===== config.mk =====
export PLATFORM = sky130hd
export DESIGN_NAME = bypass_hazard_unit
export DESIGN_NICKNAME = d
export VERILOG_FILES = /design/src/rtl/bypass_hazard_unit.sv
export SDC_FILE = /design/constraint.sdc
export NUM_CORES = 1
export LEC_CHECK = 0
export CORE_ASPECT_RATIO = 0.8
export CORE_MARGIN = 2
export CORE_UTILIZATION = 25
export DETAILED_ROUTE_END_ITERATION = 7
export GPL_ROUTABILITY_DRIVEN = 0
export PLACE_DENSITY = 0.67
export SYNTH_ARGS = -nofsm -noshare
export SYNTH_HDL_FRONTEND = slang
export SYNTH_SLANG_ARGS = --single-unit

===== constraint.sdc =====
create_clock -name clock -period 7.4 [get_ports clock]
set_clock_uncertainty 0.2 [all_clocks]
set_input_delay 1.85 -clock clock [delete_from_list [all_inputs] [get_ports clock]]
set_output_delay 1.85 -clock clock [all_outputs]
set_load 0.05 [all_outputs]

===== src/rtl/bypass_hazard_unit.sv =====
// Operand/store-data forwarding selects plus load-use and mult/div scoreboard stall generation.
// Optional macro BYPASS_R30_EN adds setx (writes r30) and bex (reads r30) to the hazard decode.
module bypass_hazard_unit #(
  parameter int INSN_W     = 32,
  parameter int REG_W      = 5,
  parameter int MD_MAX_CYC = 40,
  parameter int CNT_W      = 6
) (
  input  logic              clock,
  input  logic              reset_n,
  input  logic [INSN_W-1:0] fd_insn,
  input  logic [INSN_W-1:0] dx_insn,
  input  logic [INSN_W-1:0] xm_insn,
  input  logic [INSN_W-1:0] mw_insn,
  input  logic              advance,
  input  logic              md_ready,
  output logic [1:0]        sel_a,
  output logic [1:0]        sel_b,
  output logic              wm_bypass,
  output logic              stall,
  output logic              md_busy,
  output logic [REG_W-1:0]  md_rd,
  output logic              md_timeout
);

  localparam logic [4:0] OP_RTYPE = 5'b00000;
  localparam logic [4:0] OP_ADDI  = 5'b00101;
  localparam logic [4:0] OP_LW    = 5'b01000;
  localparam logic [4:0] OP_SW    = 5'b00111;
  localparam logic [4:0] OP_BNE   = 5'b00010;
  localparam logic [4:0] OP_BLT   = 5'b00110;
  localparam logic [4:0] OP_JR    = 5'b00100;
  localparam logic [4:0] OP_JAL   = 5'b00011;
`ifdef BYPASS_R30_EN
  localparam logic [4:0] OP_SETX  = 5'b10101;
  localparam logic [4:0] OP_BEX   = 5'b10110;
`endif
  localparam logic [CNT_W-1:0] CNT_MAX  = CNT_W'(MD_MAX_CYC);
  localparam logic [CNT_W-1:0] CNT_LAST = CNT_W'(MD_MAX_CYC - 1);

  typedef enum logic {IDLE = 1'b0, PEND = 1'b1} md_state_t;

  function automatic logic [4:0] op_of(input logic [INSN_W-1:0] i);
    return i[INSN_W-1 -: 5];
  endfunction

  function automatic logic is_md(input logic [INSN_W-1:0] i);
    return (op_of(i) == OP_RTYPE) && (i[6:3] == 4'b0011);
  endfunction

  // Destination register written by the instruction, zero when it writes nothing.
  function automatic logic [REG_W-1:0] dest_of(input logic [INSN_W-1:0] i);
    case (op_of(i))
      OP_RTYPE, OP_ADDI, OP_LW: return REG_W'(i[26:22]);
      OP_JAL:                   return REG_W'(5'd31);
`ifdef BYPASS_R30_EN
      OP_SETX:                  return REG_W'(5'd30);
`endif
      default:                  return '0;
    endcase
  endfunction

  // Mult/div results arrive only through the scoreboard, never from XM/MW.
  function automatic logic [REG_W-1:0] fwd_dest_of(input logic [INSN_W-1:0] i);
    if (is_md(i)) begin
      return '0;
    end else begin
      return dest_of(i);
    end
  endfunction

  function automatic logic [REG_W-1:0] src_a_of(input logic [INSN_W-1:0] i);
    case (op_of(i))
      OP_RTYPE, OP_ADDI, OP_LW, OP_SW, OP_BNE, OP_BLT: return REG_W'(i[21:17]);
`ifdef BYPASS_R30_EN
      OP_BEX:                                          return REG_W'(5'd30);
`endif
      default:                                         return '0;
    endcase
  endfunction

  // Second source: rs2 for non-shift r-types, the rd field for store/branch/jr.
  function automatic logic [REG_W-1:0] src_b_of(input logic [INSN_W-1:0] i);
    case (op_of(i))
      OP_RTYPE: begin
        if (i[6:3] == 4'b0010) begin
          return '0;
        end else begin
          return REG_W'(i[16:12]);
        end
      end
      OP_SW, OP_BNE, OP_BLT, OP_JR: return REG_W'(i[26:22]);
      default:                      return '0;
    endcase
  endfunction

  function automatic logic hit(input logic [REG_W-1:0] r, input logic [REG_W-1:0] m);
    return (r != '0) && (r == m);
  endfunction

  function automatic logic [1:0] fwd_sel(input logic [REG_W-1:0] src,
                                         input logic [REG_W-1:0] xm_d,
                                         input logic [REG_W-1:0] mw_d);
    if (hit(src, xm_d)) begin
      return 2'b01;
    end else if (hit(src, mw_d)) begin
      return 2'b10;
    end else begin
      return 2'b00;
    end
  endfunction

  md_state_t        state_r;
  logic [REG_W-1:0] md_rd_r;
  logic [CNT_W-1:0] cnt_r;
  logic             timeout_r;

  logic [REG_W-1:0] xm_fwd_s, mw_fwd_s, dx_dest_s, fd_a_s, fd_b_s, dx_a_s, dx_b_s;
  logic             load_use_s, md_stall_s, launch_s;

  assign xm_fwd_s  = fwd_dest_of(xm_insn);
  assign mw_fwd_s  = fwd_dest_of(mw_insn);
  assign dx_dest_s = dest_of(dx_insn);
  assign fd_a_s    = src_a_of(fd_insn);
  assign fd_b_s    = src_b_of(fd_insn);
  assign dx_a_s    = src_a_of(dx_insn);
  assign dx_b_s    = src_b_of(dx_insn);
  assign launch_s  = is_md(dx_insn) && advance;

  assign sel_a     = fwd_sel(dx_a_s, xm_fwd_s, mw_fwd_s);
  assign sel_b     = fwd_sel(dx_b_s, xm_fwd_s, mw_fwd_s);
  assign wm_bypass = (op_of(xm_insn) == OP_SW) && hit(REG_W'(xm_insn[26:22]), mw_fwd_s);

  assign load_use_s = (op_of(dx_insn) == OP_LW) &&
                      (hit(fd_a_s, dx_dest_s) || hit(fd_b_s, dx_dest_s));

  assign md_stall_s = (state_r == PEND) &&
                      (hit(fd_a_s, md_rd_r) || hit(fd_b_s, md_rd_r) ||
                       hit(dx_a_s, md_rd_r) || hit(dx_b_s, md_rd_r) ||
                       hit(dest_of(fd_insn), md_rd_r) || hit(dx_dest_s, md_rd_r) ||
                       is_md(dx_insn));

  assign stall      = load_use_s || md_stall_s;
  assign md_busy    = (state_r == PEND);
  assign md_rd      = md_rd_r;
  assign md_timeout = timeout_r;

  // Mult/div scoreboard: pending entry, latency counter and sticky timeout.
  always_ff @(posedge clock or negedge reset_n) begin
    if (!reset_n) begin
      state_r   <= IDLE;
      md_rd_r   <= '0;
      cnt_r     <= '0;
      timeout_r <= 1'b0;
    end else begin
      case (state_r)
        IDLE: begin
          if (launch_s) begin
            state_r <= PEND;
            md_rd_r <= dx_dest_s;
            cnt_r   <= '0;
          end else begin
            state_r <= IDLE;
          end
        end
        PEND: begin
          if (md_ready && launch_s) begin
            md_rd_r <= dx_dest_s;
            cnt_r   <= '0;
          end else if (md_ready) begin
            state_r <= IDLE;
          end else begin
            if (cnt_r != CNT_MAX) begin
              cnt_r <= cnt_r + CNT_W'(1);
            end else begin
              cnt_r <= cnt_r;
            end
            if (cnt_r >= CNT_LAST) begin
              timeout_r <= 1'b1;
            end else begin
              timeout_r <= timeout_r;
            end
          end
        end
        default: state_r <= IDLE;
      endcase
    end
  end

endmodule


Word-level counts from Yosys, hierarchy flattened
Cells that the tools add are included.
W data, S select, Z words.
{"block": "classes", "n_lt_le_gt_ge": 1, "reduce_logical": 51, "bitwise_logic": 3, "eq_ne": 44, "n_addsub": 1, "n_mux": 28, "div": 0, "shift": 0, "n_mul": 0}
{"op": "$pmux W5 S2", "n": 7}
{"op": "$eq A5 B5 Y1", "n": 13}
{"op": "$eq A5 B3 Y1 const B", "n": 11}
{"op": "$mux W5", "n": 8}
{"op": "$reduce_bool A5 Y1", "n": 7}
{"op": "$eq A5 B2 Y1 const B", "n": 6}
{"op": "$mux W6", "n": 4}
{"op": "$logic_and A1 B1 Y1", "n": 21}
{"op": "$eq A4 B2 Y1 const B", "n": 5}
{"op": "$eq A5 B4 Y1 const B", "n": 4}
{"op": "$logic_not A5 Y1", "n": 4}
{"op": "$pmux W6 S2", "n": 1}
{"op": "$reduce_or A3 Y1", "n": 4}
{"op": "$reduce_or A6 Y1", "n": 2}
{"op": "$logic_or A1 B1 Y1", "n": 8}
{"op": "$mux W2", "n": 4}
{"op": "$reduce_or A4 Y1", "n": 2}
{"op": "$add A6 B1 Y6 const B", "n": 1}
{"op": "$ge A6 B6 Y1 const B", "n": 1}
{"op": "$ne A6 B6 Y1 const B", "n": 1}
{"op": "$reduce_and A4 Y1", "n": 1}
{"op": "$mux W1", "n": 3}
{"op": "$ne A3 B1 Y1 const B", "n": 1}
{"op": "$ne A3 B2 Y1 const B", "n": 1}
{"op": "6 further kinds", "n": 8}
{"block": "word_totals", "latch_bits": 0, "mem_bits_rw": 0, "output_inout_bits": 13, "wordCells": 132, "romBits": 0, "in_bits": 132, "register_bits": 13, "mem_count": 0}

Logic depth before layout (Yosys ltp)
{"block": "logic_depth", "depth_word": 13, "mapped_depth": 10, "mapped_depth_nobuf": 8}

Worst setup path before layout
Ideal clock, no wire load.
{"block": "synth_timing", "path_kind": "input -> output", "startpoint": "in xm_insn[27]", "endpoint": "out sel_a[1]", "path_buffers": 1, "cell_stages": 9, "slack_ns": 0.145, "required_time_ns": 5.350, "t_arrival_ns": 5.205, "path_cell_list": "or2_2 > a211oi_1 > buf_2 > a21oi_1 > xor2_1 > a31oi_1 > nor3b_1 > o2111a_1 > nor4_1"}
{"block": "synth_between", "elab_chain_len": 7, "elab_cells_between_ends": 11, "cone_classes": "4 x eq/ne; 3 x mux; 4 x reduce/logical"}
{"element": "start: declaration", "line": "13", "source": "input logic [INSN_W-1:0] xm_insn,"}
{"element": "$eq A5 B3 Y1 (tied with other cells)", "line": "53", "source": "case (op_of(i))"}
{"element": "$reduce_or A3 Y1", "line": "53"}
{"element": "$pmux W5 S2", "line": "53"}
{"element": "$mux W5 (*)", "line": "65", "source": "if (is_md(i)) begin"}
{"element": "$eq A5 B5 Y1 (*)", "line": "98", "source": "return (r != '0) && (r == m);"}
{"element": "$logic_and A1 B1 Y1 (*)", "line": "98"}
{"element": "$mux W2 (*)", "line": "104", "source": "if (hit(src, xm_d)) begin"}
{"element": "end: declaration", "line": "17", "source": "output logic [1:0] sel_a,"}
Mark *: on every way between the ends. The rest lies on a longest branch, timed or not.

Worst setup path in the final report
{"block": "layout_timing", "startpoint": "in dx_insn[27]", "endpoint": "out sel_b[1]"}
{"block": "layout_between", "elab_chain_len": 7, "elab_cells_between_ends": 14, "cone_classes": "6 x eq/ne; 3 x mux; 5 x reduce/logical"}
{"element": "start: declaration", "line": "12", "source": "input logic [INSN_W-1:0] dx_insn,"}
{"element": "$eq A5 B3 Y1 / $eq A5 B2 Y1 (equally long branches)", "line": "84", "source": "case (op_of(i))"}
{"element": "$reduce_or A4 Y1", "line": "84"}
{"element": "$pmux W5 S2 (*)", "line": "84"}
{"element": "$eq A5 B5 Y1 / $reduce_bool A5 Y1 (equally long branches)", "line": "98"}
{"element": "$logic_and A1 B1 Y1", "line": "98"}
{"element": "$mux W2", "line": "106", "source": "end else if (hit(src, mw_d)) begin"}
{"element": "$mux W2 (*)", "line": "104"}
{"element": "end: declaration", "line": "18", "source": "output logic [1:0] sel_b,"}
Marked as above.

==> impl_summary.txt <==
----------------------------------------------------
[Logic synthesis]
  Yosys warning count ... 0
  Cell area after technology mapping ... 2560 um2
  Total of flip-flops plus latches after synthesis ... 13
  Sequential cell area fraction in the yosys report ... 12.7%
  Post-synthesis net count ... 478
  Most used flip-flop cell after synthesis ... sky130_fd_sc_hd__dfrtp_1
  Portion of netlist area occupied by mux cells ... 4.69%
  Top cell type by total area after synthesis ... sky130_fd_sc_hd__dfrtp_1
  Most frequently used cell type in the post-synthesis netlist ... sky130_fd_sc_hd__nor2_1
  Synth async-reset ratio ... 100%
  Synthesized area per cell ... 7.45 um2
  Share of the synthesized netlist area taken by xor and xnor gates ... 14.7%
  Most area-consuming cells after synthesis ... sky130_fd_sc_hd__dfrtp_1, sky130_fd_sc_hd__xnor2_1, sky130_fd_sc_hd__nor2_1
  Top cells by count, synth ... sky130_fd_sc_hd__nor2_1, sky130_fd_sc_hd__xnor2_1, sky130_fd_sc_hd__nand2_1, sky130_fd_sc_hd__a21oi_1, sky130_fd_sc_hd__xor2_1
  Number of different library cells in the post-synthesis netlist ... 64
  Area share of the largest cell type after synthesis ... 12.7%
  Post-synthesis simple-gate area fraction ... 35.0%
  EDFF count, synth ... 0
  Cells after Synth ... 344
  Compound-cell area share of the yosys netlist ... 27.7%
  Combinational family with the most area after synthesis ... simple AND/OR/NAND/NOR gates
  Adder-cell share of the synthesized area ... 1.37%

[Worst setup path]
  Category of the critical setup timing path ... in -> out
  Worst endpoint data arrival time ... 4.90 ns
  Kind of capture point of the worst setup path ... output port
  Startpoint Class ... input port
  Crit path required time ... 5.35 ns
  Critical-path maximum fanout ... 10

[Timing]
  Final Max Slew Viols ... 0
  Crit share post-route ... 93.9%
  Setup violators final ... 0
  Setup repair after global routing missed its margin ... no
  Final worst path period need ... 6.95 ns
  Achievable clock frequency ... 144 MHz
  Worst slew margin ... 39.6%
  Worst-Margin Slew ... 0.897 ns
  Setup TNS Final ... 0 ns
  Final count of hold timing violations ... 0

[Drt]
  Overall routed net length ... 8.61 mm
  Routed via count ... 3027
  Residual antenna-violating net count after detailed routing ... 0
  Avg Vias per Cell ... 5.36
  Number of detailed-routing iterations run before antenna repair ... 4
  Average detailed-routed wire length per instance ... 15.2 um
  Iteration-0 DRC Markers ... 173
  Drc violations ... 0

[Finish]
  Synthesis-to-layout area growth ... 44.5%
  Layout cells sized above 1 ... 8.94%
  Total Nets Final ... 560
  Final-layout fill cell count ... 1037
  Sequential cell area in the final layout ... 325 um2
  Area of the multi-input gates ... 2140 um2
  Final std cells w/o fill ... 565
  Count of inserted antenna diode cells ... 0

[CTS]
  CTS Hold Bufs ... 0
  CTS sink count ... 13
  Clock Pin Slew Worst Setup and Hold Paths ... 0.04 ns
  Post-CTS sizing ... 0
  Root Buffer Master ... sky130_fd_sc_hd__clkbuf_16
  H-tree depth ... 1
  Number of buffers created by CTS ... 3
  Clk Latency, worst-skew pair ... 0.24 ns
  TritonCTS clock tree ... built
  Buffers from clock root to sink, at most ... 2
  Post-CTS Setup Inserts ... 0

[Global routing]
  Total global routing track utilization ... 15.3%
  First-pass GRT wire length ... 13.9 mm
  Largest net degree at the start of global routing ... 15
  Number of antenna violations at the first check in global routing ... 0
  Number of global-route vias before repair ... 2804
  Total grt overflow ... 0

[Floorplan]
  Number of rows in the core area ... 33
  Die X-Extent ... 117 um
  Number of placed I/O pins ... 145
  Initial cell density of the core ... 25.3%
  Y dimension of the die ... 94.6 um
  Die area ... 11100 um2
  Placeable core area ... 10100 um2

[Job]
  Max-Cap Viols ... 0

[Pwr]
  Fraction of power spent switching nets ... 31.7%
  Design internal power ... 224 uW
  Proportion of power drawn by flip-flops and latches ... 22.7%
  Power per unit of standard cell area ... 88.5 nW/um2
  Leakage power summed over all cells ... 1.33 nW
  Net Sw Power ... 104 uW
  Fraction of power consumed by the clock network ... 31.1%
  Combinational cell fraction of total power ... 46.2%
  Highest ir drop seen on vdd ... 0.0000652 V

[Placed design]
  Total placed cells including tap cells ... 561
  Number of port buffers ... 92
  Post-detailed-placement half-perimeter wirelength ... 6.97 mm

[Outcome]
  Status ... finished clean

[Worst hold path]
  Class of the worst hold path ... reg -> reg

----------------------------------------------------
-- through the flow --
stage,hold slack (ns),area (um2),util (%),setup slack [ns],power [mW]
finish,0.282,3700,36.6,0.451,0.328
global route,0.295,3700,36.6,0.198,0.344
CTS,0.288,3700,36.6,0.449,0.328
detailed placement,0.278,3620,35.8,0.471,0.226
global placement,0.258,3620,35.8,0.518,0.222
floorplan,0.273,2560,-,0.145,0.151
-- final cells by class --
cell class	count	area share, %
inverters	5	0.507
clock buffers	4	2.13
flip-flops and latches	13	8.78
repair buffers	95	26.1
well taps	140	4.73
multi-input cells	308	57.8
-- path summary, 6_finish.rpt --
path	from	endpoint	slack, ns	cells after the start
worst max-delay path	dx_insn[27]	sel_b[1]	0.45	10
worst min-delay path	md_timeout	md_timeout	0.28	1
worst max register to register	md_busy	cnt_r[0]	5.69	6
worst min register to register	md_timeout	md_timeout	0.28	1
max in group asynchronous	reset_n	md_rd[2]	4.87	1
min in group asynchronous	reset_n	cnt_r[5]	1.77	1
-- flip-flops by register name (all words and copies together) (netlist names) --
signal and flops:
cnt_r 6, md_rd 5, md_busy 1, md_timeout 1
-- power by group through the flow --
stage	Clock [mW]	Sequential, mW	Combinational (mW)
final	0.102	0.0745	0.151
after global routing	0.106	0.0747	0.164
after CTS	0.103	0.0745	0.151
after detailed placement	0	0.0755	0.150
after global placement	0	0.0753	0.147
after floorplan	0	0.0752	0.0763
-- layer usage --
metal  vias to the layer above  part of all wire (%)  track usage [%]  routed length (um)
li1                       1481                     -                -                   -
met1                      1425                    47             22.9                4070
met2                       115                    44             23.9                3770
met3                         6                   7.9             1.93                 681
met4                         0                  0.95             1.86                  82
met5                         -                     0                0                   0
-- cells in the final DEF (no fill, tap or decap), types with 5 or more instances in the layout --
master / count
sky130_fd_sc_hd__a21oi_1: 24
sky130_fd_sc_hd__nand2b_1: 8
sky130_fd_sc_hd__xnor2_1: 28
sky130_fd_sc_hd__nor2_1: 36
sky130_fd_sc_hd__nor3_1: 14
sky130_fd_sc_hd__nand3_1: 8
sky130_fd_sc_hd__nor4_1: 13
sky130_fd_sc_hd__clkdlybuf4s50_1: 86
sky130_fd_sc_hd__a31oi_1: 8
sky130_fd_sc_hd__a22oi_1: 7
sky130_fd_sc_hd__a211oi_1: 9
sky130_fd_sc_hd__mux2_2: 8
sky130_fd_sc_hd__xor2_1: 15
sky130_fd_sc_hd__nand2_1: 27
sky130_fd_sc_hd__nand4_1: 6
sky130_fd_sc_hd__o21ai_0: 10
sky130_fd_sc_hd__buf_4: 6
sky130_fd_sc_hd__inv_1: 5
sky130_fd_sc_hd__dfrtp_1: 13
-- critical path: stages --
cell and delay, ns:
sky130_fd_sc_hd__clkdlybuf4s50_1 0.57, sky130_fd_sc_hd__or3_4 0.47, sky130_fd_sc_hd__nor4_4 0.32, sky130_fd_sc_hd__a22oi_2 0.25, sky130_fd_sc_hd__or4_1 0.56, sky130_fd_sc_hd__o311ai_1 0.10
sky130_fd_sc_hd__nand2_1 0.11, sky130_fd_sc_hd__a211oi_2 0.38, sky130_fd_sc_hd__nor2_1 0.09, sky130_fd_sc_hd__buf_4 0.20
-- logic make-up after synthesis --
| logic type | count (synthesis) |
|---|---|
| fa+ha+maj | 3 |
| compound gates | 97 |
| simple gates | 154 |
| buf+inv | 23 |
| mux | 11 |
| flops | 13 |
| xor+xnor | 43 |
No activity file was read; power rests on OpenSTA's default activity.
